<file path="config.mk">
export PLATFORM = sky130hd
export DESIGN_NAME = multicycle_cpu
export DESIGN_NICKNAME = d
export VERILOG_FILES = /design/src/rtl/cpu_pkg.sv /design/src/rtl/cpu_alu.sv /design/src/rtl/multicycle_cpu.sv
export SDC_FILE = /design/constraint.sdc
export NUM_CORES = 1
export LEC_CHECK = 0
export ABC_CLOCK_PERIOD_IN_PS = 6600
export BUFFER_PORTS_ARGS = -buffer_cell sky130_fd_sc_hd__buf_4
export CELL_PAD_IN_SITES_DETAIL_PLACEMENT = 0
export CELL_PAD_IN_SITES_GLOBAL_PLACEMENT = 1
export CORE_UTILIZATION = 30
export CTS_CLUSTER_DIAMETER = 200
export DETAILED_ROUTE_END_ITERATION = 10
export PLACE_DENSITY = 0.61
export SKIP_CTS_REPAIR_TIMING = 1
export SYNTH_ARGS = -nofsm -noshare
export SYNTH_HDL_FRONTEND = slang
export SYNTH_SLANG_ARGS = --single-unit
</file>
<file path="constraint.sdc">
create_clock -name clock -period 6.6 [get_ports clock]
set_input_delay 1.65 -clock clock [delete_from_list [all_inputs] [get_ports clock]]
set_output_delay 1.65 -clock clock [all_outputs]
set_load 0.02 [all_outputs]
</file>
<file path="src/rtl/cpu_pkg.sv">
// Shared opcodes, FSM state encodings and derived-width helpers for the multi-cycle core.
package cpu_pkg;

   localparam logic [3:0] OP_AND  = 4'h0;
   localparam logic [3:0] OP_OR   = 4'h1;
   localparam logic [3:0] OP_ADD  = 4'h2;
   localparam logic [3:0] OP_MUL  = 4'h3;
   localparam logic [3:0] OP_DIV  = 4'h4;
   localparam logic [3:0] OP_SUB  = 4'h5;
   localparam logic [3:0] OP_NOR  = 4'h6;
   localparam logic [3:0] OP_ADDI = 4'h7;
   localparam logic [3:0] OP_STUR = 4'h8;
   localparam logic [3:0] OP_LDUR = 4'h9;
   localparam logic [3:0] OP_B    = 4'hA;
   localparam logic [3:0] OP_BZ   = 4'hB;
   localparam logic [3:0] OP_NOP  = 4'hC;
   localparam logic [3:0] OP_HALT = 4'hF;

   localparam logic [2:0] ST_FETCH  = 3'd0;
   localparam logic [2:0] ST_DECODE = 3'd1;
   localparam logic [2:0] ST_EXEC   = 3'd2;
   localparam logic [2:0] ST_MEM    = 3'd3;
   localparam logic [2:0] ST_WB     = 3'd4;
   localparam logic [2:0] ST_HALT   = 3'd5;

   // A single-register file still needs a 1-bit select field.
   function automatic int unsigned ra_width(input int unsigned reg_count);
      return (reg_count > 1) ? $clog2(reg_count) : 1;
   endfunction

   function automatic int unsigned instr_width(input int unsigned imm_w,
                                               input int unsigned reg_count);
      return 4 + imm_w + 3 * ra_width(reg_count);
   endfunction

endpackage

</file>
<file path="src/rtl/cpu_alu.sv">
// Combinational ALU for the multi-cycle core: result plus zero and carry/borrow/overflow flags.
module cpu_alu
   import cpu_pkg::*;
#(
   parameter int unsigned DATA_W = 4
) (
   input  logic [3:0]        op_i,
   input  logic [DATA_W-1:0] a_i,
   input  logic [DATA_W-1:0] b_i,
   output logic [DATA_W-1:0] result_o,
   output logic              zero_o,
   output logic              carry_o
);

   logic [DATA_W:0]     sum;
   logic [DATA_W:0]     diff;
   logic [2*DATA_W-1:0] prod;

   always_comb begin
      sum      = {1'b0, a_i} + {1'b0, b_i};
      diff     = {1'b0, a_i} - {1'b0, b_i};
      prod     = {{DATA_W{1'b0}}, a_i} * {{DATA_W{1'b0}}, b_i};
      result_o = '0;
      carry_o  = 1'b0;
      case (op_i)
         OP_AND:                             result_o = a_i & b_i;
         OP_OR:                              result_o = a_i | b_i;
         OP_NOR:                             result_o = ~(a_i | b_i);
         OP_ADD, OP_ADDI, OP_STUR, OP_LDUR:  {carry_o, result_o} = sum;
         // The extra top bit of the widened difference is the borrow.
         OP_SUB, OP_BZ:                      {carry_o, result_o} = diff;
         OP_MUL: begin
            result_o = prod[DATA_W-1:0];
            carry_o  = |prod[2*DATA_W-1:DATA_W];
         end
         OP_DIV: begin
            if (b_i == '0) begin
               result_o = '1;
               carry_o  = 1'b1;
            end else begin
               result_o = a_i / b_i;
            end
         end
         default: ;
      endcase
      zero_o = (result_o == '0);
   end

endmodule

</file>
<file path="src/rtl/multicycle_cpu.sv">
// Multi-cycle core: FETCH/DECODE/EXEC/MEM/WB FSM over a unified register file, with
// req/ack instruction and data memory ports, HALT, run gating and a debug read port.
module multicycle_cpu
   import cpu_pkg::*;
#(
   parameter int unsigned DATA_W    = 4,
   parameter int unsigned REG_COUNT = 4,
   parameter int unsigned PC_W      = 4,
   parameter int unsigned IMM_W     = 4,
   parameter int unsigned RA_W      = ra_width(REG_COUNT),
   parameter int unsigned INSTR_W   = instr_width(IMM_W, REG_COUNT)
) (
   input  logic               clock,
   input  logic               reset,
   input  logic               run,
   output logic               imem_req,
   output logic [PC_W-1:0]    imem_addr,
   input  logic               imem_ack,
   input  logic [INSTR_W-1:0] imem_rdata,
   output logic               dmem_req,
   output logic               dmem_we,
   output logic [DATA_W-1:0]  dmem_addr,
   output logic [DATA_W-1:0]  dmem_wdata,
   input  logic               dmem_ack,
   input  logic [DATA_W-1:0]  dmem_rdata,
   output logic [PC_W-1:0]    pc,
   output logic               zero,
   output logic               carry,
   output logic               halted,
   output logic               retired,
   input  logic [RA_W-1:0]    dbg_addr,
   output logic [DATA_W-1:0]  dbg_data
);

   logic [2:0]         state_q, state_d;
   logic [PC_W-1:0]    pc_q, pc_d;
   logic [INSTR_W-1:0] ir_q, ir_d;
   logic [DATA_W-1:0]  a_q, a_d, b_q, b_d, c_q, c_d, res_q, res_d;
   logic               zero_q, zero_d, carry_q, carry_d;
   logic [DATA_W-1:0]  regs_q [REG_COUNT];
   logic [DATA_W-1:0]  regs_d [REG_COUNT];

   logic [3:0]        opcode;
   logic [IMM_W-1:0]  imm;
   logic [RA_W-1:0]   rz, rx, ry;
   logic [DATA_W-1:0] alu_b, alu_result;
   logic              alu_zero, alu_carry;
   logic              uses_imm, updates_flags, writes_reg;

   assign opcode = ir_q[INSTR_W-1 -: 4];
   assign imm    = ir_q[3*RA_W +: IMM_W];
   assign rz     = ir_q[2*RA_W +: RA_W];
   assign rx     = ir_q[RA_W +: RA_W];
   assign ry     = ir_q[0 +: RA_W];

   assign uses_imm      = (opcode == OP_ADDI) || (opcode == OP_STUR) || (opcode == OP_LDUR);
   assign updates_flags = !opcode[3] || (opcode == OP_BZ);
   assign writes_reg    = !opcode[3] || (opcode == OP_LDUR);
   assign alu_b         = uses_imm ? DATA_W'(imm) : b_q;

   cpu_alu #(
      .DATA_W(DATA_W)
   ) u_alu (
      .op_i    (opcode),
      .a_i     (a_q),
      .b_i     (alu_b),
      .result_o(alu_result),
      .zero_o  (alu_zero),
      .carry_o (alu_carry)
   );

   always_comb begin
      state_d = state_q;
      pc_d    = pc_q;
      ir_d    = ir_q;
      a_d     = a_q;
      b_d     = b_q;
      c_d     = c_q;
      res_d   = res_q;
      zero_d  = zero_q;
      carry_d = carry_q;
      regs_d  = regs_q;
      case (state_q)
         ST_FETCH: begin
            if (run && imem_ack) begin
               ir_d    = imem_rdata;
               state_d = ST_DECODE;
            end
         end
         ST_DECODE: begin
            a_d     = regs_q[rx];
            b_d     = regs_q[ry];
            c_d     = regs_q[rz];
            state_d = ST_EXEC;
         end
         ST_EXEC: begin
            res_d = alu_result;
            if (updates_flags) begin
               zero_d  = alu_zero;
               carry_d = alu_carry;
            end
            if ((opcode == OP_STUR) || (opcode == OP_LDUR)) begin
               state_d = ST_MEM;
            end else if (opcode == OP_HALT) begin
               state_d = ST_HALT;
            end else begin
               state_d = ST_WB;
            end
         end
         ST_MEM: begin
            // res_q holds the address until the ack, then the loaded data.
            if (dmem_ack) begin
               if (opcode == OP_LDUR) begin
                  res_d = dmem_rdata;
               end
               state_d = ST_WB;
            end
         end
         ST_WB: begin
            pc_d = pc_q + PC_W'(1);
            if (opcode == OP_B) begin
               pc_d = pc_q + PC_W'(imm);
            end else if ((opcode == OP_BZ) && zero_q) begin
               pc_d = pc_q + PC_W'(imm);
            end
            if (writes_reg) begin
               regs_d[rz] = res_q;
            end
            state_d = ST_FETCH;
         end
         ST_HALT: ;
         default: state_d = ST_FETCH;
      endcase
   end

   always_ff @(posedge clock or posedge reset) begin
      if (reset) begin
         state_q <= ST_FETCH;
         pc_q    <= '0;
         ir_q    <= '0;
         a_q     <= '0;
         b_q     <= '0;
         c_q     <= '0;
         res_q   <= '0;
         zero_q  <= 1'b0;
         carry_q <= 1'b0;
         regs_q  <= '{default: '0};
      end else begin
         state_q <= state_d;
         pc_q    <= pc_d;
         ir_q    <= ir_d;
         a_q     <= a_d;
         b_q     <= b_d;
         c_q     <= c_d;
         res_q   <= res_d;
         zero_q  <= zero_d;
         carry_q <= carry_d;
         regs_q  <= regs_d;
      end
   end

   assign imem_req   = run && (state_q == ST_FETCH) && !reset;
   assign imem_addr  = pc_q;
   assign dmem_req   = (state_q == ST_MEM);
   assign dmem_we    = dmem_req && (opcode == OP_STUR);
   assign dmem_addr  = res_q;
   assign dmem_wdata = c_q;
   assign pc         = pc_q;
   assign zero       = zero_q;
   assign carry      = carry_q;
   assign halted     = (state_q == ST_HALT);
   assign retired    = (state_q == ST_WB);
   assign dbg_data   = regs_q[dbg_addr];

endmodule

</file>
==> impl_metrics.ini, run 1 <==
[status]
status = finished with violations
violations = DRC

[power]
vdd_ir_drop_max_v = 0.000183
swShare_pct = 48.7
switching_power_mw = 1.45
combPwrFrac_pct = 67.8
p_total_mw = 2.98
power.density_mw_per_mm2 = 566
leakagePower_nw = 2.46
seqPwrFrac_pct = 23.2
p_clk_share_pct = 9.0
p_int_mw = 1.53

[logic_synthesis]
synth_edf_count = 0
async_flop_share_pct = 100
synth-main-ff-cell = dfrtp_1
synth_seq_cells = 55
synthSimpleGateAreaFrac_pct = 13.6
synth_compound_area_share_pct = 15.3
synth_cell_types = 69
synthXorXnorAreaFrac_pct = 1.91
syn-num-nets = 523
synth_area_sq_mm = 0.00459
muxShareOfSynthArea_pct = 18.7
yosysSeqAreaShare_pct = 30.0
syn_avg_cell_area_sq_um = 10.2
synth_top_family_by_area = multiplexers
yosysWarnings = 0
syn_inst = 450
synth_fa_ha_area_share_pct = 14.2

[clock_tree]
path_clk_slew_ns = 0.07
cts_htree_levels = 2
clkSinkCount = 55
cts_root_buffer = clkbuf_16
clk_latency_ns = 0.30
ctsLongestPathBuffers = 2
cts_tree = done
cts_buffers = 5

[setup_path]
cp-endpoint = zero
crit_buf_inv = 1
crit_type = reg2reg
cp-startpoint = ir_q[11]
required_ns = 6.80
worstPathCellList = nor4bb_1 -> o21ai_0 -> and3_1 -> ha_1 -> o41ai_2 -> inv_1 -> ha_1 -> a21o_1 -> and3_4 -> mux2_4 -> ha_1 -> o21a_1 -> o21ai_0 -> a32oi_2 -> mux2_2 -> ha_1 -> o21ai_0 -> o21bai_1 -> a221oi_1 -> nand4_1 -> o32ai_1
critical_path_depth = 21
path_delay_family = compound AO/OA/AOI/OAI gates
max_stage_delay_ns = 0.64
r2r_cells = 21
crit_slowest_cell = dfrtp_1
rrSetupSlack_ns = 0.55
reg2reg_to = zero
timing.rr.start = ir_q[11]
start_kind = register
cp_max_fo = 16
cp-end-kind = register
crit_arrival_ns = 6.25
cp_common_cell = ha_1

[route]
num_vias = 3679
routed_wirelength_mm = 12.4
routedWlPerCell_um = 18.4
drtIter0Drc = 255
ant_nets = 0
viasPerCell = 5.44
drc = 2
firstDrtPassIters = 9

[finish]
layout_commonest_cell = buf_4
n_antenna_cell = 0
final_cells = 676
design_area_sq_mm = 0.00527
drive_gt1_share_pct = 28.3
finish.utilization_pct = 35.8
most-common-layout-cells = buf_4, dfrtp_1, mux2_2, ha_1, inv_1
fillers = 1474
layout-area-overhead-vs-synth_pct = 14.8
nNetsFinal = 565

[floorplanning]
std_cell_rows = 44
io_pins = 52
initial_core_util_pct = 31.2
core_region_area_sq_mm = 0.0147
die_h_um = 126
die_area_sq_mm = 0.0158
die_w_um = 126

[timing]
fin_skew_ns = 0.00356
rsz0062_at_grt = no
finalCriticalPeriod_ns = 6.05
setup_ws_ns = 0.553
holdWs_ns = 0.491
hold_viol = 0
worst_pin_slew_ns = 0.731
final_max_slew_viol_count = 0
setup_violations = 0
fin_tns_setup_ns = 0
finalCritPeriodShare_pct = 91.6
slew_headroom_pct = 51.3
timing.fmax_mhz = 165

[place]
gp_congestion = 0.864
dp_hpwl_mm = 9.59
dp_slack_ns = 0.496
place_area_sq_mm = 0.00512
place_inst = 669
io_buffers = 51

[global_route]
grtUsageTotal_pct = 16.2
antenna_found_initial = 0
grt-ovfl-total = 0
grt_first_pass_wirelength_mm = 19.9
grt_max_degree = 56
grt_pass1_vias = 3616

[run]
drv_cap = 0

[hold_path]
hp-class = reg2reg
worst reg2reg max path: cells and delay by family, from the launching register on:
kind,cells,cell delay (ns)
AOI/OAI and AO/OA,10,2.35
adders and majority gates,4,1.24
buffers and inverters,1,0.08
DFF,1,0.64
muxes,2,0.70
and+or+nand+nor,4,0.94
per-layer routing:
metal | vias up | track usage [%] | wire (um)
met5 | - | 0 | 0
met4 | 0 | 5.16 | 259
met3 | 19 | 2.68 | 684
met2 | 110 | 25.2 | 5740
met1 | 1815 | 22.8 | 5750
li1 | 1735 | - | -
worst min-delay path by stage:
stage                from         end  cells past startpoint
2_1_floorplan  state_q[2]  state_q[1]                      1
3_3_place_gp        carry       carry                      1
3_5_place_dp        carry       carry                      1
4_1_cts             carry       carry                      1
5_1_grt             carry       carry                      1
6_report            carry       carry                      1
sequential cells by signal (all words and copies together) (netlist names):
name / flops
dmem_addr: 4
dmem_wdata: 4
state_q: 3
ir_q: 14
zero: 1
a_q: 4
b_q: 4
carry: 1
regs_q: 16
imem_addr: 4
Yosys cell counts, types with 4 or more instances:
library cell / n / area share (%)
dfrtp_1: 55 / 30
ha_1: 41 / 11
mux2_2: 41 / 10
inv_1: 34 / 2.8
nor2_1: 31 / 2.5
nand2_1: 29 / 2.4
o21ai_0: 22 / 2.4
a21oi_1: 19 / 2.1
mux4_2: 16 / 7.9
nand2b_1: 8 / 1.1
buf_4: 7 / 1.1
clkbuf_1: 7 / 0.57
fa_1: 7 / 3.1
nand3_1: 7 / 0.76
xnor2_1: 7 / 1.3
a21o_1: 6 / 0.98
a221oi_1: 6 / 1.1
buf_2: 6 / 0.65
nor3b_1: 6 / 0.98
nand3b_1: 5 / 0.82
nand4_1: 5 / 0.68
a31oi_1: 4 / 0.55
o211ai_1: 4 / 0.65
o21bai_1: 4 / 0.65
o22ai_1: 4 / 0.55
power groups by stage:
| stage | clock network [mW] | registers, mW | logic, mW |
|---|---|---|---|
| 2_1_floorplan | 0 | 0.630 | 1.54 |
| 3_3_place_gp | 0 | 0.691 | 1.96 |
| 3_5_place_dp | 0 | 0.697 | 1.99 |
| 4_1_cts | 0.277 | 0.691 | 2.00 |
| 5_1_grt | 0.290 | 0.719 | 2.24 |
| 6_report | 0.268 | 0.692 | 2.02 |
area by class of cell:
class,count,area [sq um],share of cell area (%)
tap,184,230,4.37
multi-input combinational,334,2930,55.7
inverter,37,144,2.73
clock inverter,2,16.3,0.309
clock buffer,5,125,2.38
sequential,55,1380,26.1
timing repair buffer,59,443,8.41
logic make-up after synthesis:
| kind of cell | Yosys count |
|---|---|
| XOR/XNOR | 10 |
| AO/OA/AOI/OAI | 100 |
| flip-flops | 55 |
| buffers and inverters | 61 |
| multiplexers | 60 |
| adder cells (fa/ha/maj) | 48 |
| AND/OR/NAND/NOR | 116 |
(Power assumes the default switching activity.)
==> inputs of run 2 (changes only) <==
--- a/config.mk
+++ b/config.mk
@@ -5,10 +5,11 @@
 export SDC_FILE = /design/constraint.sdc
 export NUM_CORES = 1
 export LEC_CHECK = 0
-export ABC_CLOCK_PERIOD_IN_PS = 6600
+export ABC_CLOCK_PERIOD_IN_PS = 6400
 export BUFFER_PORTS_ARGS = -buffer_cell sky130_fd_sc_hd__buf_4
 export CELL_PAD_IN_SITES_DETAIL_PLACEMENT = 0
 export CELL_PAD_IN_SITES_GLOBAL_PLACEMENT = 1
+export CORE_ASPECT_RATIO = 2
 export CORE_UTILIZATION = 30
 export CTS_CLUSTER_DIAMETER = 200
 export DETAILED_ROUTE_END_ITERATION = 10
==> constraint.sdc (replaced) <==
create_clock -name clock -period 6.4 [get_ports clock]
set_input_delay 1.6 -clock clock [delete_from_list [all_inputs] [get_ports clock]]
set_output_delay 1.6 -clock clock [all_outputs]
set_load 0.02 [all_outputs]
==> impl_metrics.ini, run 2 (synthesis results as in run 1) <==
[status]
status = completed

[hold_path]
hp-class = reg2reg

[route]
drc = 0
viasPerCell = 5.44
drtIter0Drc = 231
num_vias = 3745
firstDrtPassIters = 5
ant_nets = 0
routedWlPerCell_um = 20.4
routed_wirelength_mm = 14.0

[power]
power.density_mw_per_mm2 = 595
vdd_ir_drop_max_v = 0.000249
leakagePower_nw = 2.46

[global_route]
grtUsageTotal_pct = 18.9
grt-ovfl-total = 0
grt_first_pass_wirelength_mm = 21.5
antenna_found_initial = 0
grt_pass1_vias = 3860
grt-busiest-layer = met2
grt_max_degree = 56
gr-usage-met2_pct = 35.4
global_route.usage.met3_pct = 1.63
use_met1_pct = 18.5

[setup_path]
cp_common_cell = ha_1
cp-end-kind = register
start_kind = register
worstPathCellList = buf_4 -> nand2b_1 -> o32a_1 -> and3_1 -> o41ai_2 -> inv_1 -> ha_1 -> a21o_1 -> and3_4 -> mux2_4 -> ha_1 -> o21a_1 -> o21ai_0 -> a32oi_1 -> mux2_2 -> ha_1 -> o21ai_0 -> o21bai_1 -> a221oi_1 -> nand4_1 -> o32ai_1
max_stage_delay_ns = 0.52
required_ns = 6.61
crit_arrival_ns = 6.03
crit_type = reg2reg
cp_max_fo = 20
crit_slowest_cell = a32oi_1

[timing]
fin_skew_ns = 0.00904
timing.fmax_mhz = 172
rsz0062_at_grt = no
fin_tns_setup_ns = 0
final_max_slew_viol_count = 0
hold_viol = 0
setup_ws_ns = 0.576
worst_pin_slew_ns = 0.749
finalCriticalPeriod_ns = 5.82
setup_violations = 0
finalCritPeriodShare_pct = 91.0
slew_headroom_pct = 50.1

[floorplanning]
io_pins = 52
die_area_sq_mm = 0.0158
die_h_um = 177
die_w_um = 89.4
initial_core_util_pct = 30.8
core_region_area_sq_mm = 0.0149
std_cell_rows = 63

[run]
drv_cap = 0

[finish]
top_register = regs_q
most-common-layout-cells = buf_4, dfrtp_1, mux2_2, ha_1, inv_1
nNetsFinal = 566
layout_commonest_cell = buf_4
drive_gt1_share_pct = 28.1
n_antenna_cell = 0
layout-area-overhead-vs-synth_pct = 15.1
fillers = 1514
largest_reg_flops = 16
final_cells = 689
multi_input_area_sq_mm = 0.00292
seq_area_sq_mm = 0.00138
top_regs = regs_q: 16 flops, ir_q: 14 flops

[clock_tree]
clkSinkCount = 55
path_clk_slew_ns = 0.07
clk_latency_ns = 0.30
cts_htree_levels = 2
ctsLongestPathBuffers = 2
cts_tree = done
cts_root_buffer = clkbuf_16
cts_buffers = 5

[place]
gp_congestion = 0.888
place_inst = 681
dp_hpwl_mm = 11.3
io_buffers = 51
dp_slack_ns = 0.638
[run 2: worst max-delay path, delay by kind of cell (launching register included)]
family / cells / cell delay [ns]
compound gates: 10 / 2.51
simple gates: 4 / 0.72
mux: 2 / 0.71
flops: 1 / 0.50
buf+inv: 2 / 0.40
fa+ha+maj: 3 / 0.89
[run 2: area by class of cell]
class	instances	share of cell area (%)
multi-input cells	334	55.4
flip-flops and latches	55	26.1
repair buffers	60	8.53
well taps	195	4.62
inverters	37	2.73
clock buffers	6	2.44
clock inverters	2	0.237
[run 2: path summary, 6_finish.rpt]
| check | cells past startpoint | start | endpoint | slack, ns |
|---|---|---|---|---|
| worst max register to register | 21 | ir_q[13] | zero | 0.58 |
| min in group asynchronous | 3 | reset | state_q[2] | 1.49 |
| max in group asynchronous | 3 | reset | b_q[0] | 4.41 |
| worst min register to register | 1 | imem_addr[3] | imem_addr[3] | 0.50 |
| worst max-delay path | 21 | ir_q[13] | zero | 0.58 |
| worst min-delay path | 1 | imem_addr[3] | imem_addr[3] | 0.50 |
[run 2: layer usage]
| layer | wire length [um] | vias up |
|---|---|---|
| li1 | - | 1744 |
| met4 | 1010 | 0 |
| met3 | 363 | 42 |
| met2 | 7930 | 103 |
| met1 | 4750 | 1856 |
| met5 | 0 | - |
[run 2: where the power goes]
group          switching, mW  internal (mW)
clock                  0.126          0.145
combinational           1.19          0.962
sequential             0.232          0.482
total                   1.55           1.59
[run 2: per-stage QoR]
step	power (mW)	hold WS [ns]	instance area (sq um)	utilization, %
2_1_floorplan	2.24	0.486	4590	-
3_3_place_gp	2.86	0.480	5140	34.5
3_5_place_dp	2.86	0.486	5140	34.5
4_1_cts	3.15	0.501	5280	35.4
5_1_grt	3.39	0.508	5280	35.4
6_report	3.14	0.497	5280	35.4
==> inputs of run 3 (changes only) <==
--- a/config.mk
+++ b/config.mk
@@ -11,9 +11,9 @@
 export CELL_PAD_IN_SITES_GLOBAL_PLACEMENT = 1
 export CORE_ASPECT_RATIO = 2
 export CORE_UTILIZATION = 30
-export CTS_CLUSTER_DIAMETER = 200
+export CTS_CLUSTER_DIAMETER = 80
 export DETAILED_ROUTE_END_ITERATION = 10
-export PLACE_DENSITY = 0.61
+export PLACE_DENSITY_LB_ADDON = 0.1
 export SKIP_CTS_REPAIR_TIMING = 1
 export SYNTH_ARGS = -nofsm -noshare
 export SYNTH_HDL_FRONTEND = slang
==> impl_metrics.ini, run 3 (synthesis results as in run 1) <==
[status]
status = completed

[clock_tree]
clk_latency_ns = 0.30
cts_htree_levels = 2
ctsLongestPathBuffers = 2
cts_root_buffer = clkbuf_16
cts_tree = done
cts_buffers = 5
clkSinkCount = 55
path_clk_slew_ns = 0.07

[global_route]
grt_max_degree = 56
grtUsageTotal_pct = 19.9
grt_pass1_vias = 3964
antenna_found_initial = 0
grt-ovfl-total = 0
grt_first_pass_wirelength_mm = 22.6

[floorplanning]
io_pins = 52
core_region_area_sq_mm = 0.0149
die_h_um = 177
die_w_um = 89.4
die_area_sq_mm = 0.0158
std_cell_rows = 63
initial_core_util_pct = 30.8

[route]
num_vias = 3715
drc = 0
routedWlPerCell_um = 21.3
firstDrtPassIters = 4
drtIter0Drc = 151
routed_wirelength_mm = 14.7
viasPerCell = 5.37
ant_nets = 0

[setup_path]
cp-startpoint = ir_q[13]
rrSetupSlack_ns = 0.61
timing.rr.start = ir_q[13]
reg2reg_to = zero
cp-end-kind = register
start_kind = register
crit_arrival_ns = 6.00
required_ns = 6.61
cp_max_fo = 13
crit_type = reg2reg
r2r_cells = 23

[finish]
most-common-layout-cells = buf_4, dfrtp_1, mux2_2, ha_1, inv_1
largest_reg_flops = 16
n_antenna_cell = 0
layout_commonest_cell = buf_4
nNetsFinal = 569
top_regs = regs_q: 16 flops, ir_q: 14 flops
design_area_sq_mm = 0.00532
finish.utilization_pct = 35.7
drive_gt1_share_pct = 28.8
layout-area-overhead-vs-synth_pct = 16.1
top_register = regs_q
fillers = 1535

[power]
vdd_ir_drop_max_v = 0.000212
swShare_pct = 49.0
power.density_mw_per_mm2 = 607
p_clk_share_pct = 9.2
p_int_mw = 1.65
seqPwrFrac_pct = 22.8
leakagePower_nw = 2.49
switching_power_mw = 1.58
combPwrFrac_pct = 68.0

[run]
drv_cap = 0

[timing]
finalCritPeriodShare_pct = 90.5
holdWs_ns = 0.498
fin_skew_ns = 0.00385
timing.fmax_mhz = 173
rsz0062_at_grt = no
worst_pin_slew_ns = 1.13
finalCriticalPeriod_ns = 5.79
hold_viol = 0
setup_violations = 0
setup_ws_ns = 0.608
fin_tns_setup_ns = 0
slew_headroom_pct = 24.1
final_max_slew_viol_count = 0

[hold_path]
min_to = carry
hold_path.startpoint = carry
worstHoldPathCells = 1
hp-class = reg2reg

[place]
place_area_sq_mm = 0.00516
io_buffers = 51
dp_hpwl_mm = 11.9
dp_slack_ns = 0.427
gp_congestion = 0.856
==> run 3: cell types whose count changed in the layout (fill, tap and decap cells not counted), sizes merged <==
| cell | delta |
|---|---|
| buf | +3 |
| clkbuf | +2 |
| clkinv | -1 |
| clkinvlp | -1 |
==> run 3: per-layer routing <==
| layer | share of wire, % | vias to the layer above | global-route usage (%) |
|---|---|---|---|
| li1 | - | 1736 | - |
| met1 | 34 | 1860 | 19.5 |
| met2 | 58 | 87 | 38.6 |
| met3 | 2.2 | 32 | 1.54 |
| met4 | 5.5 | 0 | 11.2 |
| met5 | 0 | - | 0 |
==> run 3: critical path, cell delays in order, from the launching register on <==
cell and delay, ns:
dfrtp_1 0.51, nor4bb_1 0.29, o21ai_0 0.14, and3_1 0.19, ha_1 0.31, o41ai_2 0.50
inv_1 0.09, ha_1 0.31, a21o_1 0.18, and3_4 0.20, mux2_4 0.30, ha_1 0.31
o21a_1 0.13, o21ai_0 0.10, a32oi_1 0.33, buf_4 0.20, nor2_1 0.04, a21oi_1 0.14
ha_1 0.24, a211oi_1 0.21, o21bai_1 0.10, a221oi_2 0.45, nand4_1 0.15, o32ai_1 0.24
==> run 3: area by class of cell <==
class	instances	area, sq um	share of cell area (%)
sequential	55	1380	25.9
clock buffer	8	156	2.94
tap	195	244	4.58
timing repair buffer	63	473	8.88
inverter	37	144	2.70
multi-input combinational	334	2930	55.0
==> run 3: worst max path at each step <==
stage / endpoint / slack, ns / cells past startpoint
floorplan: zero / 0.98 / 23
global placement: zero / 0.50 / 21
detailed placement: zero / 0.43 / 23
CTS: zero / 0.40 / 23
global route: zero / 0.12 / 23
finish: zero / 0.61 / 23
==> run 3: power groups by stage <==
stage          sequential (mW)  combinational, mW  clock [mW]
3_3_place_gp             0.739               2.18           0
2_1_floorplan            0.650               1.59           0
6_report                 0.737               2.20       0.296
3_5_place_dp             0.746               2.19           0
5_1_grt                  0.763               2.43       0.317
4_1_cts                  0.739               2.20       0.308
==> run 3: through the flow <==
| step | power [mW] | std cells |
|---|---|---|
| 3_3_place_gp | 2.92 | 684 |
| 6_report | 3.23 | 692 |
| 5_1_grt | 3.51 | 692 |
| 3_5_place_dp | 2.93 | 684 |
| 4_1_cts | 3.24 | 692 |
| 2_1_floorplan | 2.24 | 450 |
